===== config.mk =====
export PLATFORM = sky130hd
export DESIGN_NAME = jtgng_prog_sequencer_flat
export DESIGN_NICKNAME = d
export VERILOG_FILES = /design/src/rtl/jtgng_prog_pkg.sv /design/src/rtl/jtgng_prog_sequencer_if.sv /design/src/rtl/jtgng_prog_skid.sv /design/src/rtl/jtgng_prog_sequencer.sv /design/src/flat_wrapper.sv
export SDC_FILE = /design/constraint.sdc
export NUM_CORES = 1
export LEC_CHECK = 0
export BUFFER_PORTS_ARGS = -buffer_cell sky130_fd_sc_hd__buf_2
export CORE_MARGIN = 2
export CORE_UTILIZATION = 29
export CTS_CLUSTER_SIZE = 30
export DETAILED_ROUTE_END_ITERATION = 7
export PLACE_DENSITY_LB_ADDON = 0.15
export SLEW_MARGIN = 40
export SYNTH_ARGS = -nofsm -noshare
export SYNTH_HDL_FRONTEND = slang
export SYNTH_HIERARCHICAL = 1
export SYNTH_SLANG_ARGS = --single-unit
export TNS_END_PERCENT = 50

===== constraint.sdc =====
create_clock -name clk_sys -period 6.2 [get_ports clk_sys]
set_clock_uncertainty 0.2 [all_clocks]
set_input_delay 0.31 -clock clk_sys [delete_from_list [all_inputs] [get_ports clk_sys]]
set_output_delay 0.31 -clock clk_sys [all_outputs]
set_load 0.02 [all_outputs]

===== src/rtl/jtgng_prog_pkg.sv =====
// Shared types and constants for the HPS download sequencer: FSM states,
// SDRAM lane mask encodings and the address-to-lane helper.
package jtgng_prog_pkg;

    typedef enum logic [2:0] {
        IDLE     = 3'd0,
        WAIT_ACK = 3'd1,
        GAP      = 3'd2,
        DRAIN    = 3'd3,
        POSTRST  = 3'd4
    } prog_state_t;

    // Active-low byte-lane masks for the 16-bit SDRAM word
    localparam logic [1:0] MASK_LO   = 2'b10;
    localparam logic [1:0] MASK_HI   = 2'b01;
    localparam logic [1:0] MASK_NONE = 2'b11;

    function automatic logic [1:0] lane_mask(input logic addr_lsb);
        lane_mask = addr_lsb ? MASK_HI : MASK_LO;
    endfunction

endpackage


===== src/rtl/jtgng_prog_sequencer_if.sv =====
// SDRAM programming request/acknowledge bus between the download sequencer
// (master) and the SDRAM controller (slave).
interface jtgng_prog_sequencer_if;

    logic        prog_we;
    logic [21:0] prog_addr;
    logic [7:0]  prog_data;
    logic [1:0]  prog_mask;
    logic        prog_rdy;

    modport master (
        output prog_we,
        output prog_addr,
        output prog_data,
        output prog_mask,
        input  prog_rdy
    );

    modport slave (
        input  prog_we,
        input  prog_addr,
        input  prog_data,
        input  prog_mask,
        output prog_rdy
    );

endinterface


===== src/rtl/jtgng_prog_skid.sv =====
// One-entry address/data holding buffer for SDRAM bytes that arrive while a
// write is outstanding; a push into a full buffer is dropped and flagged.
module jtgng_prog_skid (
    input  logic        clk_sys,
    input  logic        RESET,
    input  logic        push,
    input  logic        pop,
    input  logic [21:0] push_addr,
    input  logic [7:0]  push_data,
    output logic        full,
    output logic [21:0] buf_addr,
    output logic [7:0]  buf_data,
    output logic        overflow
);

    logic        full_r;
    logic [21:0] addr_r;
    logic [7:0]  data_r;
    logic        overflow_r;

    // Buffer occupancy, payload capture and sticky loss flag
    always_ff @(posedge clk_sys or posedge RESET) begin
        if (RESET) begin
            full_r     <= 1'b0;
            addr_r     <= 22'd0;
            data_r     <= 8'd0;
            overflow_r <= 1'b0;
        end else begin
            if (push && full_r) begin
                overflow_r <= 1'b1;
            end else begin
                overflow_r <= overflow_r;
            end
            // A push while full is lost even if the entry is being popped
            if (pop) begin
                full_r <= 1'b0;
            end else if (push && !full_r) begin
                full_r <= 1'b1;
                addr_r <= push_addr;
                data_r <= push_data;
            end else begin
                full_r <= full_r;
            end
        end
    end

    assign full     = full_r;
    assign buf_addr = addr_r;
    assign buf_data = data_r;
    assign overflow = overflow_r;

endmodule


===== src/rtl/jtgng_prog_sequencer.sv =====
// Routes the HPS ioctl byte stream to masked SDRAM write requests or PROM
// write pulses, and holds the game core in reset around a download.
module jtgng_prog_sequencer
    import jtgng_prog_pkg::*;
#(
    parameter logic [21:0] PROM_START = 22'h1F_0000,
    parameter int          PROM_AW    = 10,
    parameter int          RST_CYCLES = 1024
) (
    input  logic               clk_sys,
    input  logic               RESET,
    input  logic               downloading,
    input  logic               ioctl_wr,
    input  logic [21:0]        ioctl_addr,
    input  logic [7:0]         ioctl_data,
    jtgng_prog_sequencer_if.master prog,
    output logic               prom_we,
    output logic [PROM_AW-1:0] prom_addr,
    output logic [7:0]         prom_data,
    output logic               game_rst_req,
    output logic               overflow
);

    localparam int             CW       = (RST_CYCLES > 1) ? $clog2(RST_CYCLES) : 1;
    localparam logic [CW-1:0]  CNT_LOAD = CW'(RST_CYCLES - 1);
    localparam logic [CW-1:0]  CNT_ONE  = CW'(1);

    prog_state_t        state_r;
    logic [CW-1:0]      cnt_r;
    logic               cnt_live_r;
    logic               dl_prev_r;
    logic               prog_we_r;
    logic [21:0]        prog_addr_r;
    logic [7:0]         prog_data_r;
    logic [1:0]         prog_mask_r;
    logic               prom_we_r;
    logic [PROM_AW-1:0] prom_addr_r;
    logic [7:0]         prom_data_r;
    logic               game_rst_r;

    logic               sd_wr_s;
    logic               prom_wr_s;
    logic               fall_s;
    logic               push_s;
    logic               pop_s;
    logic               buf_full_s;
    logic [21:0]        buf_addr_s;
    logic [7:0]         buf_data_s;
    logic [21:0]        iss_addr_s;
    logic [7:0]         iss_data_s;

    // Byte decode, download edge detect and skid buffer control
    always_comb begin
        sd_wr_s   = 1'b0;
        prom_wr_s = 1'b0;
        push_s    = 1'b0;
        pop_s     = 1'b0;
        fall_s    = dl_prev_r & ~downloading;
        if (ioctl_wr && downloading) begin
            if (ioctl_addr >= PROM_START) begin
                prom_wr_s = 1'b1;
            end else begin
                sd_wr_s = 1'b1;
            end
        end else begin
            sd_wr_s   = 1'b0;
            prom_wr_s = 1'b0;
        end
        case (state_r)
            WAIT_ACK: push_s = sd_wr_s;
            GAP: begin
                push_s = sd_wr_s & buf_full_s;
                pop_s  = buf_full_s;
            end
            DRAIN: begin
                push_s = sd_wr_s & (prog_we_r | buf_full_s);
                pop_s  = buf_full_s & ~prog_we_r;
            end
            default: begin
                push_s = 1'b0;
                pop_s  = 1'b0;
            end
        endcase
    end

    // A buffered byte always goes out before a newly arriving one
    always_comb begin
        iss_addr_s = ioctl_addr;
        iss_data_s = ioctl_data;
        if (buf_full_s) begin
            iss_addr_s = buf_addr_s;
            iss_data_s = buf_data_s;
        end else begin
            iss_addr_s = ioctl_addr;
            iss_data_s = ioctl_data;
        end
    end

    jtgng_prog_skid u_skid (
        .clk_sys   (clk_sys),
        .RESET     (RESET),
        .push      (push_s),
        .pop       (pop_s),
        .push_addr (ioctl_addr),
        .push_data (ioctl_data),
        .full      (buf_full_s),
        .buf_addr  (buf_addr_s),
        .buf_data  (buf_data_s),
        .overflow  (overflow)
    );

    // PROM path: one-cycle pulse, offset relative to PROM_START
    always_ff @(posedge clk_sys or posedge RESET) begin
        if (RESET) begin
            prom_we_r   <= 1'b0;
            prom_addr_r <= '0;
            prom_data_r <= 8'd0;
        end else begin
            prom_we_r <= prom_wr_s;
            if (prom_wr_s) begin
                prom_addr_r <= PROM_AW'(ioctl_addr - PROM_START);
                prom_data_r <= ioctl_data;
            end else begin
                prom_addr_r <= prom_addr_r;
                prom_data_r <= prom_data_r;
            end
        end
    end

    // SDRAM request FSM and game reset hold
    always_ff @(posedge clk_sys or posedge RESET) begin
        if (RESET) begin
            state_r     <= POSTRST;
            cnt_r       <= '0;
            cnt_live_r  <= 1'b0;
            dl_prev_r   <= 1'b0;
            prog_we_r   <= 1'b0;
            prog_addr_r <= 22'd0;
            prog_data_r <= 8'd0;
            prog_mask_r <= MASK_NONE;
            game_rst_r  <= 1'b1;
        end else begin
            dl_prev_r <= downloading;
            case (state_r)
                IDLE: begin
                    game_rst_r <= downloading;
                    if (sd_wr_s) begin
                        prog_we_r   <= 1'b1;
                        prog_addr_r <= {1'b0, iss_addr_s[21:1]};
                        prog_data_r <= iss_data_s;
                        prog_mask_r <= lane_mask(iss_addr_s[0]);
                        state_r     <= WAIT_ACK;
                    end else begin
                        state_r <= IDLE;
                    end
                end
                WAIT_ACK: begin
                    game_rst_r <= downloading;
                    if (prog.prog_rdy) begin
                        prog_we_r   <= 1'b0;
                        prog_mask_r <= MASK_NONE;
                        state_r     <= GAP;
                    end else begin
                        state_r <= WAIT_ACK;
                    end
                end
                GAP: begin
                    game_rst_r <= downloading;
                    if (buf_full_s || sd_wr_s) begin
                        prog_we_r   <= 1'b1;
                        prog_addr_r <= {1'b0, iss_addr_s[21:1]};
                        prog_data_r <= iss_data_s;
                        prog_mask_r <= lane_mask(iss_addr_s[0]);
                        state_r     <= WAIT_ACK;
                    end else begin
                        state_r <= IDLE;
                    end
                end
                DRAIN: begin
                    game_rst_r <= 1'b1;
                    if (prog_we_r) begin
                        if (prog.prog_rdy) begin
                            prog_we_r   <= 1'b0;
                            prog_mask_r <= MASK_NONE;
                        end else begin
                            prog_we_r <= 1'b1;
                        end
                    end else if (buf_full_s || sd_wr_s) begin
                        prog_we_r   <= 1'b1;
                        prog_addr_r <= {1'b0, iss_addr_s[21:1]};
                        prog_data_r <= iss_data_s;
                        prog_mask_r <= lane_mask(iss_addr_s[0]);
                    end else begin
                        cnt_r      <= CNT_LOAD;
                        cnt_live_r <= 1'b1;
                        state_r    <= POSTRST;
                    end
                end
                POSTRST: begin
                    // An unloaded counter (straight out of reset) is armed first
                    if (downloading) begin
                        game_rst_r <= 1'b1;
                        cnt_live_r <= 1'b0;
                        if (sd_wr_s) begin
                            prog_we_r   <= 1'b1;
                            prog_addr_r <= {1'b0, iss_addr_s[21:1]};
                            prog_data_r <= iss_data_s;
                            prog_mask_r <= lane_mask(iss_addr_s[0]);
                            state_r     <= WAIT_ACK;
                        end else begin
                            state_r <= IDLE;
                        end
                    end else if (!cnt_live_r) begin
                        cnt_r      <= CNT_LOAD;
                        cnt_live_r <= 1'b1;
                        game_rst_r <= 1'b1;
                    end else if (cnt_r == '0) begin
                        cnt_live_r <= 1'b0;
                        game_rst_r <= 1'b0;
                        state_r    <= IDLE;
                    end else begin
                        cnt_r      <= cnt_r - CNT_ONE;
                        game_rst_r <= 1'b1;
                    end
                end
                default: begin
                    state_r     <= POSTRST;
                    cnt_live_r  <= 1'b0;
                    prog_we_r   <= 1'b0;
                    prog_mask_r <= MASK_NONE;
                    game_rst_r  <= 1'b1;
                end
            endcase
            if (fall_s && (state_r == IDLE || state_r == WAIT_ACK || state_r == GAP)) begin
                state_r    <= DRAIN;
                game_rst_r <= 1'b1;
            end
        end
    end

    assign prog.prog_we   = prog_we_r;
    assign prog.prog_addr = prog_addr_r;
    assign prog.prog_data = prog_data_r;
    assign prog.prog_mask = prog_mask_r;
    assign prom_we        = prom_we_r;
    assign prom_addr      = prom_addr_r;
    assign prom_data      = prom_data_r;
    assign game_rst_req   = game_rst_r;

endmodule

===== src/flat_wrapper.sv =====
// flat-port wrapper written by rule: the top's interface ports become plain ports
module jtgng_prog_sequencer_flat import jtgng_prog_pkg::*;
#(
    parameter logic [21:0] PROM_START = 22'h1F_0000,
    parameter int          PROM_AW    = 10,
    parameter int          RST_CYCLES = 1024
)
  (clk_sys, RESET, downloading, ioctl_wr, ioctl_addr, ioctl_data, prom_we, prom_addr, prom_data, game_rst_req, overflow, prog_prog_we, prog_prog_addr, prog_prog_data, prog_prog_mask, prog_prog_rdy);
  jtgng_prog_sequencer_if prog_i ();
  input  logic clk_sys;
  input  logic RESET;
  input  logic downloading;
  input  logic ioctl_wr;
  input  logic [21:0] ioctl_addr;
  input  logic [7:0] ioctl_data;
  output logic prom_we;
  output logic [PROM_AW-1:0] prom_addr;
  output logic [7:0] prom_data;
  output logic game_rst_req;
  output logic overflow;
  output wire logic [$bits(prog_i.prog_we)-1:0] prog_prog_we;
  output wire logic [$bits(prog_i.prog_addr)-1:0] prog_prog_addr;
  output wire logic [$bits(prog_i.prog_data)-1:0] prog_prog_data;
  output wire logic [$bits(prog_i.prog_mask)-1:0] prog_prog_mask;
  input wire logic [$bits(prog_i.prog_rdy)-1:0] prog_prog_rdy;
  assign prog_prog_we = prog_i.prog_we;
  assign prog_prog_addr = prog_i.prog_addr;
  assign prog_prog_data = prog_i.prog_data;
  assign prog_prog_mask = prog_i.prog_mask;
  assign prog_i.prog_rdy = prog_prog_rdy;
  jtgng_prog_sequencer #(.PROM_START(PROM_START), .PROM_AW(PROM_AW), .RST_CYCLES(RST_CYCLES)) u_core (.clk_sys(clk_sys), .RESET(RESET), .downloading(downloading), .ioctl_wr(ioctl_wr), .ioctl_addr(ioctl_addr), .ioctl_data(ioctl_data), .prog(prog_i), .prom_we(prom_we), .prom_addr(prom_addr), .prom_data(prom_data), .game_rst_req(game_rst_req), .overflow(overflow));
endmodule

Word level (Yosys, flattened, before mapping)
Index checks and enable logic that the tools add are counted.
- add/sub/neg operators: 2
- order comparisons: 1
- eq/ne operators: 15
- multiplexer cells: 60
- bitwise gates (word level): 9
- reductions and logical operators: 20
- operators by type and width (operator ; count):
    2-to-1 mux 22 bit ; 5
    case mux 22 bit (4 select lines) ; 1
    2-to-1 mux 10 bit ; 5
    2-to-1 mux 8 bit ; 5
    case mux 8 bit (4 select lines) ; 1
    >= comparator 22 x 21 -> 1 bit (second input constant) ; 1
    2-to-1 mux 1 bit ; 22
    case mux 10 bit (2 select lines) ; 1
    subtractor 10 x 1 -> 10 bit (second input constant) ; 2
    2-to-1 mux 3 bit ; 6
    case mux 3 bit (5 select lines) ; 1
    2-to-1 mux 2 bit ; 7
    logical NOT 10 bit ; 1
    inequality test 2 bit (second input constant) ; 5
    case mux 2 bit (5 select lines) ; 1
    inequality test 3 bit (second input constant) ; 3
    AND reduction 3 bit ; 3
    inequality test 4 x 2 -> 1 bit (second input constant) ; 2
    == test 3 x 2 -> 1 bit (second input constant) ; 2
    case mux 1 bit (3 select lines) ; 2
    case mux 1 bit (5 select lines) ; 1
    AND reduction 5 bit ; 1
    bitwise AND 1 bit ; 4
    logical AND 1 bit ; 4
    14 further kinds ; 21
- register bits after elaboration: 100
- bits of input ports: 35
- output and inout bits: 54
- word-level logic and storage cells: 123

Depth between registers and ports, before layout
- depth after elaboration: 8
- gate-level depth with buffers: 8
- depth with buffers taken out: 7

Cells and area by module
The synthesis kept the hierarchy.
- modules (own cells, without submodules) (module ; times used ; cells an instance ; area an instance (µm²)):
    jtgng_prog_sequencer ; 1 ; 332 ; 3384.5
    jtgng_prog_skid ; 1 ; 70 ; 1209.9

Worst setup path before layout
OpenSTA, ideal clock, no wires.
- kind: reg2reg
- start: register u_core.state_r[1]
- end: register u_core.u_skid.addr_r[18], in the netlist u_core/u_skid/buf_addr[18]
- setup time: 125 ps
- arrival time: 1882 ps
- slack: 3994 ps
- stages on the path, launching flop included: 8
- buffers on the path: 2
- clock period less this slack: 2206 ps
- path through: dfrtp_1 -> clkbuf_1 -> nand2b_1 -> nand2_1 -> a211oi_1 -> nor3b_4 -> buf_6 -> mux2_2
- word-level cells in the longest chain between the ends: 4
- elaborated cells on any way between the ends: 8
- ends and longest elaborated chain (what ; line ; source):
    start, declared ; jtgng_prog_sequencer.sv:28 ; prog_state_t state_r;
    start signal, assigned ; jtgng_prog_sequencer.sv:133 ; state_r <= POSTRST;
    start signal, assigned ; jtgng_prog_sequencer.sv:152 ; state_r <= WAIT_ACK;
    start signal, assigned ; jtgng_prog_sequencer.sv:154 ; state_r <= IDLE;
    == test 3 x 2 -> 1 bit / == test 3 x 1 -> 1 bit (equally long branches) ; jtgng_prog_sequencer.sv:69 ; case (state_r)
    case mux 1 bit (3 select lines) * ; jtgng_prog_sequencer.sv:69 ;
    named net u_core.push_s ; jtgng_prog_sequencer.sv:44 ; logic push_s;
    logical AND 1 bit * ; jtgng_prog_skid.sv:37 ; end else if (push && !full_r) begin
    AND reduction 2 bit (no source line) * ; n/a ;
    end signal, assigned ; jtgng_prog_skid.sv:39 ; addr_r <= push_addr;
    end, declared ; jtgng_prog_skid.sv:17 ; logic [21:0] addr_r;
Mark *: on every way through the listed nets, which the timed path passes. The rest lies on a longest branch.
A chain may end at the register's enable or synchronous reset.

Final worst setup path
- start: input port downloading
- end: register u_core.u_skid.data_r[3], in the netlist u_core/u_skid/buf_data[3]
- word-level cells in the longest chain between the ends: 6
- elaborated cells on any way between the ends: 7
- ends and longest elaborated chain (what ; line ; source):
    start, declared ; flat_wrapper.sv:12 ; input logic downloading;
    logical AND 1 bit * ; jtgng_prog_sequencer.sv:59 ; if (ioctl_wr && downloading) begin
    2-to-1 mux 1 bit * ; jtgng_prog_sequencer.sv:59 ;
    bitwise AND 1 bit, on equally long branches ; jtgng_prog_sequencer.sv:76, jtgng_prog_sequencer.sv:72 ;
    case mux 1 bit (3 select lines) * ; jtgng_prog_sequencer.sv:69 ;
    named net u_core.push_s ; jtgng_prog_sequencer.sv:44 ;
    logical AND 1 bit * ; jtgng_prog_skid.sv:37 ;
    AND reduction 2 bit (no source line) * ; n/a ;
    end signal, assigned ; jtgng_prog_skid.sv:40 ; data_r <= push_data;
    end, declared ; jtgng_prog_skid.sv:18 ; logic [7:0] data_r;
Marks and branches as above.

==> out/metrics.cfg <==
[outcome]
status = complete, no violations

[synth]
async_reset_ff_share_pct = 100
yosys.area_share.simple_pct = 11.6
muxShareOfSynthArea_pct = 18.6
syn_area_per_cell_sq_um = 11.4
netlist_instances = 402
synth_top_family_by_area = multiplexers
synthesis.nets = 439
synth-compound-area-share_pct = 11.9
seq_area_frac_synth_pct = 54.0
ys_warn_count = 6
syn_area_sq_um = 4590
synth-adder-area-share_pct = 0.545
synth_edf_count = 0
synth_seq_cells = 99
ys.flop_type = dfrtp_1
synthXorXnorAreaFrac_pct = 0
ys_types = 56

[die]
die_height_um = 130
fp.dieW_um = 130
io_pins = 89
coreArea_sq_um = 15700
rows = 46
die_area_sq_um = 16900
start_util_pct = 29.3

[timing]
rsz0062_at_grt = false
timing.fmax_mhz = 353
finalHoldViolations = 0
max_slew_margin_pct = 51.6
fin_ws_ps = 3370
setup_viol = 0
report.final.slew_viol_count = 0
finalCritPeriodShare_pct = 45.7
tightest_slew_ps = 722
finalCriticalPeriod_ps = 2830
fin_setup_tns_ps = 0

[clock_tree]
post_cts_buffers = 0
insertion_delay_ps = 340
cts_tree = built
path_clk_slew_ps = 70
numCtsBuffers = 9
clkSinkCount = 99
clockRootBuffer = clkbuf_16
cts_buffer_depth = 2
htree_levels = 3

[route]
drt_wl_total_um = 10700
wire_per_inst_um = 15.2
dr.pass1.iters = 4
drc = 0
avgViaCountPerCell = 4.64
detail-route-antenna-nets = 0
drtIter0Drc = 138
num_vias = 3260

[hold_path]
hold_depth = 2
min-delay-start = ioctl_addr[10]
min_to = u_core/u_skid/buf_addr[10]
holdCritPathClass = input port to flip-flop

[placed_design]
dp_hpwl_um = 7230
finalWeightedCongestion = 0.761
post-place-ws_ps = 3410
portBuffers = 87

[power]
ir_worst_vdd_mv = 0.151
p_per_area_nw_per_um2 = 467
static-leakage-power_uw = 0.00246

[cells_and_area]
fill_cells = 1625
drive_above_1_share_pct = 34.3
final_nets = 520
n_antenna_cell = 0
syn_to_final_growth_pct = 20.6

[worst_setup_path]
r2r_end = u_core/cnt_r[4]
arrival_ps = 2860
startpoint_type = input port
critical_path_class = input port to flip-flop
crit_required_ps = 6230
r2r_cells = 5
r2r_start = u_core/state_r[0]
reg2reg_slack_ps = 3390
critPathMaxFanout = 30
end_kind = flip-flop

[global_routing]
grt_pass1_vias = 3204
grt_pass1_wl_um = 17500
grt_max_degree = 46
overflow = 0
track_usage_pct = 13.4
antenna_found_initial = 0

[job]
maxCapViolCount = 0

report_power, final:
part | internal (uW) | switching [uW]
clock network | 311 | 245
logic | 395 | 484
registers | 908 | 242
total | 1610 | 971
Yosys cell counts, types with 4 or more instances:
cell | count | area, sq um
mux2_2 | 48 | 541
o21ai_0 | 38 | 190
or3_1 | 4 | 25.0
inv_1 | 7 | 26.3
mux2i_1 | 29 | 290
nand2b_1 | 5 | 31.3
nor2_1 | 19 | 71.3
nand3_1 | 4 | 20.0
buf_6 | 4 | 45.0
a21oi_1 | 13 | 65.1
nor3_1 | 4 | 20.0
dfrtp_1 | 95 | 2380
nor2b_1 | 6 | 37.5
clkbuf_1 | 14 | 52.6
dfstp_2 | 4 | 105
nand2_1 | 42 | 158
a31oi_1 | 7 | 43.8
layout by cell type, fill, tap and decap left out, types with 4 or more instances in the layout:
cell type   n
nor2b_1     6
nand2_1    42
nand2b_1    5
mux2i_1    29
a21oi_1    13
or3_1       4
buf_2      87
inv_1       6
dfstp_2     4
a31oi_1     7
o21ai_0    38
clkbuf_16   9
buf_4       4
nor3_1      4
mux2_2     48
dfrtp_1    94
nand3_1     4
nor2_1     19
routing by layer:
layer	up-vias	wire, um	track usage [%]
met5	-	0	0
met4	0	200	5.19
met3	12	483	2.99
met2	71	5030	20.3
met1	1585	5000	18.7
li1	1592	-	-
what timing repair did:
item,in CTS,in global routing
hold buffers,2,0
hold endpoints to repair,55,0
gates resized for setup,0,0
critical path, stage by stage:
cell and delay [ps]:
dlygate4sd3_1 520, buf_2 200, nand3b_1 140, a31o_2 300, a211oi_1 340, nor3b_4 240, buf_4 380, mux2_2 390
how the worst max path moves through the flow:
stage                                 endpoint                from  cells past startpoint
global placement     u_core/u_skid/buf_addr[6]  u_core/u_skid/full                      5
CTS                 u_core/u_skid/buf_addr[18]         downloading                      8
floorplan           u_core/u_skid/buf_addr[18]   u_core/state_r[1]                      7
finish               u_core/u_skid/buf_data[3]         downloading                      8
global route                   u_core/cnt_r[4]   u_core/state_r[0]                      5
detailed placement   u_core/u_skid/buf_addr[4]  u_core/u_skid/full                      5
flip-flops by register name (all words and copies together) (netlist names), 2 cells and up:
name                    cells
u_core/u_skid/buf_addr     22
u_core/prog.prog_addr      21
u_core/cnt_r               10
u_core/prom_addr           10
u_core/prog.prog_data       8
u_core/prom_data            8
u_core/u_skid/buf_data      8
u_core/state_r              3
u_core/prog.prog_mask       2
cells by family (layout without fill, tap and decap cells):
logic type,Yosys count,after routing
simple gates,103,103
buf+inv,30,115
fa+ha+maj,2,2
flops,99,99
mux,79,79
other cells,1,1
compound gates,88,88
through the flow:
step,std cells,hold slack (ps),utilization [%],total power (uW),cell area [sq um]
after floorplan,402,141,-,1770,4590
after detailed placement,686,190,33.4,2050,5230
after CTS,703,5.74,35.4,2630,5530
final,703,22.2,35.4,2590,5540
after global routing,703,15.3,35.4,2790,5540
after global placement,686,188,33.4,2030,5220
cell type report:
| cell class | count | area (sq um) | area share, % |
|---|---|---|---|
| inverters | 7 | 26.3 | 0.474 |
| well taps | 216 | 270 | 4.88 |
| repair buffers | 93 | 485 | 8.76 |
| clock inverters | 4 | 52.6 | 0.949 |
| multi-input cells | 273 | 1990 | 35.9 |
| flip-flops and latches | 99 | 2490 | 44.9 |
| clock buffers | 11 | 233 | 4.20 |
Power figures use the tool's default switching activity.
